### config.mk
export PLATFORM = sky130hd
export DESIGN_NAME = bus_master_arbiter
export DESIGN_NICKNAME = d
export VERILOG_FILES = /design/src/rtl/bus_master_arbiter.sv
export SDC_FILE = /design/constraint.sdc
export NUM_CORES = 1
export LEC_CHECK = 0
export CORE_UTILIZATION = 42
export CTS_CLUSTER_DIAMETER = 80
export CTS_CLUSTER_SIZE = 30
export DETAILED_ROUTE_END_ITERATION = 16
export PLACE_DENSITY_LB_ADDON = 0.15
export SLEW_MARGIN = 10
export SYNTH_ARGS = -nofsm -noshare
export SYNTH_HDL_FRONTEND = slang
export SYNTH_SLANG_ARGS = --single-unit
### constraint.sdc
create_clock -name clk -period 1.2 [get_ports clk]
set_input_delay 0.24 -clock clk [delete_from_list [all_inputs] [get_ports clk]]
set_output_delay 0.24 -clock clk [all_outputs]
set_load 0.02 [all_outputs]
### src/rtl/bus_master_arbiter.sv
// Round-robin 68000 bus-arbitration master for N DMA requesters; owns br_n/bgack_n.
// Optional hold-time limit with forced release when ARB_TIMEOUT_EN is defined.
module bus_master_arbiter #(
  parameter int unsigned N        = 2,
  parameter int unsigned HOLD_MAX = 1024
) (
  input  logic                                 clk,
  input  logic                                 reset_n,
  input  logic                                 phi2,
  input  logic [N-1:0]                         req,
  output logic [N-1:0]                         grant,
  output logic [((N > 1) ? $clog2(N) : 1)-1:0] owner,
  output logic                                 busy,
  output logic                                 br_n,
  input  logic                                 bg_n,
  output logic                                 bgack_n,
  input  logic                                 as_n,
  input  logic                                 dtack_n,
  output logic                                 timeout
);

  localparam int unsigned OW = (N > 1) ? $clog2(N) : 1;

  localparam logic [2:0] S_IDLE     = 3'd0;
  localparam logic [2:0] S_REQ      = 3'd1;
  localparam logic [2:0] S_WAIT_BUS = 3'd2;
  localparam logic [2:0] S_OWN      = 3'd3;
  localparam logic [2:0] S_REL      = 3'd4;

  if (N < 2 || N > 8 || HOLD_MAX < 1) begin : g_param_check
    $error("bus_master_arbiter: N must be 2..8 and HOLD_MAX at least 1");
  end

  logic [2:0]    state;
  logic [2:0]    state_nxt;
  logic [OW-1:0] rr_ptr;
  logic [OW-1:0] next_ptr;
  logic [OW-1:0] pick;
  logic [OW-1:0] scan;
  logic          found;
  logic [N-1:0]  req_eff;
  logic [N-1:0]  owner_onehot;
  logic          force_rel;
  logic          release_own;

  assign owner_onehot = N'(1) << owner;
  assign release_own  = !req[owner] || force_rel;
  assign next_ptr     = (owner == OW'(N - 1)) ? '0 : owner + 1'b1;

  // Winner is the first eligible request at or above rr_ptr, wrapping modulo N.
  always_comb begin
    pick  = '0;
    found = 1'b0;
    scan  = rr_ptr;
    for (int unsigned i = 0; i < N; i++) begin
      if (!found && req_eff[scan]) begin
        found = 1'b1;
        pick  = scan;
      end
      scan = (scan == OW'(N - 1)) ? '0 : scan + 1'b1;
    end
  end

  always_comb begin
    state_nxt = state;
    case (state)
      S_IDLE:     if (found) state_nxt = S_REQ;
      S_REQ:      if (!bg_n) state_nxt = S_WAIT_BUS;
      S_WAIT_BUS: if (as_n && dtack_n) state_nxt = S_OWN;
      S_OWN:      if (release_own) state_nxt = S_REL;
      S_REL:      state_nxt = S_IDLE;
      default:    state_nxt = S_IDLE;
    endcase
  end

  // Once br_n is low the handshake always runs through OWN/REL, even if the
  // requester has gone away, so the CPU sees bgack_n before br_n is withdrawn.
  always_ff @(posedge clk or negedge reset_n) begin
    if (!reset_n) begin
      state   <= S_IDLE;
      br_n    <= 1'b1;
      bgack_n <= 1'b1;
      grant   <= '0;
      owner   <= '0;
      rr_ptr  <= '0;
      busy    <= 1'b0;
    end else if (phi2) begin
      state <= state_nxt;
      busy  <= (state_nxt != S_IDLE);
      case (state)
        S_IDLE: begin
          if (found) begin
            owner <= pick;
            br_n  <= 1'b0;
          end
        end
        S_WAIT_BUS: begin
          if (as_n && dtack_n) begin
            bgack_n <= 1'b0;
            br_n    <= 1'b1;
            grant   <= req[owner] ? owner_onehot : '0;
          end
        end
        S_OWN: begin
          if (release_own) begin
            grant   <= '0;
            bgack_n <= 1'b1;
          end
        end
        S_REL: begin
          rr_ptr <= next_ptr;
        end
        S_REQ: begin
        end
        default: begin
          br_n    <= 1'b1;
          bgack_n <= 1'b1;
          grant   <= '0;
        end
      endcase
    end
  end

`ifdef ARB_TIMEOUT_EN
  localparam int unsigned CW = $clog2(HOLD_MAX + 1);

  logic [CW-1:0] hold_cnt;
  logic [N-1:0]  mask;

  assign force_rel = (state == S_OWN) && req[owner] && (hold_cnt == CW'(HOLD_MAX - 1));
  assign req_eff   = req & ~mask;

  // A timed-out requester stays masked until its req is seen low on a phi2 tick.
  always_ff @(posedge clk or negedge reset_n) begin
    if (!reset_n) begin
      hold_cnt <= '0;
      mask     <= '0;
      timeout  <= 1'b0;
    end else begin
      timeout <= 1'b0;
      if (phi2) begin
        hold_cnt <= (state == S_OWN) ? hold_cnt + 1'b1 : '0;
        mask     <= (mask & req) | (force_rel ? owner_onehot : '0);
        if (force_rel) timeout <= 1'b1;
      end
    end
  end
`else
  assign force_rel = 1'b0;
  assign req_eff   = req;
  assign timeout   = 1'b0;
`endif

endmodule

==> results.json, run 1 <==
{
  "critical_path.slowest_cell": "dfrtp_2",
  "dp_slack_ps": -364,
  "setup_viol": 4,
  "power.switching_mw": 0.890,
  "period_minus_slack_ps": 1250,
  "clock-root-buffer": "clkbuf_4",
  "core_um2": 1320,
  "fin_skew_ps": 5.64,
  "grt_overflow": 0,
  "ir_drop_v": 0.00139,
  "pwr-share-clk_pct": 12.2,
  "htree_levels": 1,
  "clk_pin_slew_worst_paths_ps": 80,
  "slew_viol_final": 0,
  "viasPerCell": 5.33,
  "clockBufferDepth": 2,
  "finalCritPeriodShare_pct": 104,
  "num_antenna_cells": 0,
  "comb_power_share_pct": 58.5,
  "wirelength_mm": 1.53,
  "fp.dieW_um": 40.0,
  "p_int_mw": 1.28,
  "timing.critical_path.required_ps": 1370,
  "fmax_mhz": 802,
  "grt_usage_pct": 23.8,
  "drtPass1Iterations": 3,
  "place.gp.congestion": 0.823,
  "grt.met3_usage_pct": 5.00,
  "vias": 570,
  "initial_utilization_pct": 46.1,
  "postCtsHoldBufs": 0,
  "antenna_found_initial": 0,
  "cp_max_fo": 3,
  "power.total_mw": 2.17,
  "end_kind": "flop",
  "status": "complete, but fails checks",
  "nets": 101,
  "cts_num_sinks": 10,
  "avgSynthCellArea_um2": 9.48,
  "stdcell_count": 107,
  "globalRouteMet1Util_pct": 32.5,
  "synth_edf_count": 0,
  "yosysTopAreaCell": "dfrtp_1",
  "synth_area_um2": 607,
  "startpoint": "owner$_DFFE_PN0P_",
  "setup_ws_ps": -46.3,
  "io_buffers": 13,
  "synth_common_cells": "dfrtp_1, inv_1, a21oi_1, nand2_1",
  "synth_area_leaders": "dfrtp_1, dfstp_2, mux2i_1, a21oi_1, a32o_2",
  "dp_hpwl_mm": 1.07,
  "first_global_vias": 516,
  "maxCapViolations": 0,
  "syn_nets": 72,
  "reg2regPathDepth": 4,
  "die-area_um2": 1600,
  "avgRoutedWirePerCell_um": 14.3,
  "rsz0062_at_grt": "yes",
  "violations": "negative setup slack",
  "place_inst": 102,
  "insertion_delay_ps": 270,
  "yosys_most_used_dff": "dfrtp_1",
  "ys_seq_elements": 10,
  "synth.distinct_cells": 28,
  "use_met2_pct": 35.9,
  "crit_type": "flop to flop",
  "yosys_warnings": 0,
  "p_sw_share_pct": 41.1,
  "ant_nets": 0,
  "dieHeight_um": 40.0,
  "cts-buffers-inserted": 3,
  "drt_iter0_drc": 14,
  "power_density_nw_per_um2": 2290,
  "postLayoutCoreUtil_pct": 71.7,
  "drc": 0,
  "leakage_nw": 0.465,
  "row_count": 13,
  "yosys.area.top_type_share_pct": 33.0,
  "syn_inst": 64,
  "cts_tree": "yes",
  "grt_pass1_wl_mm": 2.42,
  "syn2layout_area_growth_pct": 55.7,
  "setup.worst_path.start_class": "flop",
  "drive_gt1_share_pct": 52.2,
  "grt-busiest-layer": "met2",
  "path_cells": "mux2i_2 > nor2b_4 > o21ai_2 > a32o_2",
  "num-fill-cells": 93,
  "hold_viol": 0,
  "max_stage_delay_ps": 440,
  "yosysMostFrequentCell": "dfrtp_1",
  "grt_max_degree": 11,
  "arrival_ps": 1420,
  "worstReg2RegStart": "owner$_DFFE_PN0P_",
  "seqPwrFrac_pct": 29.2,
  "async_flop_share_pct": 100,
  "hp-class": "input port to asynchronous set/reset pin",
  "seq_area_frac_synth_pct": 41.6,
  "pin_count": 15
}
==> cell usage in the layout, fill, tap and decap left out, types with 3 or more instances in the layout <==
cell type,instances
inv_1,6
dfrtp_2,3
buf_4,18
nor2b_4,3
clkbuf_4,3
dlymetal6s2s_1,4
dfrtp_1,5
a21oi_1,3
nand2_1,4
==> worst paths after layout <==
check	slack, ps	end
max in group asynchronous	720	br_n$_DFFE_PN1P_
max reg2reg	-50	grant[0]$_DFFE_PN0P_
max	-50	grant[0]$_DFFE_PN0P_
min	250	rr_ptr$_DFFE_PN0P_
min reg2reg	470	bgack_n$_DFFE_PN1P_
min in group clk	390	state[1]$_DFFE_PN0P_
==> sequential cells by signal, indices dropped and copies added, names as in the netlist <==
register  count
rr_ptr        1
bgack_n       1
owner         1
state         3
grant         2
br_n          1
busy          1
==> per-layer routing <==
layer  vias to the layer above  share of wire, %  wire (um)
li1                        278                 -          -
met1                       279                48        733
met2                         9                47        724
met3                         4               2.6         40
met4                         0               2.3         35
met5                         -                 0          0
==> per-stage QoR <==
step	area [um^2]	TNS [ps]	hold WS, ps
2_1_floorplan	617	-259	-55.6
3_3_place_gp	841	-2880	450
3_5_place_dp	841	-2950	460
4_1_cts	897	-146	251
5_1_grt	945	-465	280
6_report	945	-115	247
==> logic make-up (layout without fill, tap and decap cells) <==
group / after synthesis / count (layout) / share of synthesized area (%)
and+or+nand+nor: 18 / 18 / 18.1
DFF: 10 / 10 / 41.6
muxes: 3 / 3 / 4.95
AOI/OAI and AO/OA: 20 / 20 / 23.5
other: 1 / 1 / 0.618
buffers and inverters: 12 / 40 / 11.1
==> power groups by stage <==
stage                     Sequential, mW  Clock [mW]  Combinational, mW
after CTS                          0.622       0.266               1.12
after global routing               0.657       0.289               1.35
after global placement             0.617           0               1.02
after floorplan                    0.660           0              0.601
final                              0.633       0.265               1.27
after detailed placement           0.621           0               1.04
==> cell type report <==
cell class              instances  area, um^2  area share (%)
inverters                       6        22.5            2.38
repair buffers                 30         250            26.5
well taps                      15        18.8            1.99
clock buffers                   4        26.3            2.78
multi-input cells              42         370            39.2
flip-flops and latches         10         256            27.2
==> worst max-delay path, delay by kind of cell, from the launching register on <==
| family | cells | cell delay (ps) |
|---|---|---|
| simple gates | 1 | 200 |
| flops | 1 | 440 |
| compound gates | 2 | 300 |
| mux | 1 | 210 |
==> what timing repair did <==
item | 4_1_cts | 5_1_grt
cloned | 0 | 0
setup endpoints to repair | 13 | 12
buffers inserted | 1 | 0
gates resized for setup | 30 | 18
pin swaps | 4 | 9
(Power assumes the default switching activity.)
==> run 2: changes to the inputs <==
- SLEW_MARGIN: 10 -> default
==> results of run 2 <==
Final layout, timing and power as in run 1 (identical DEF).
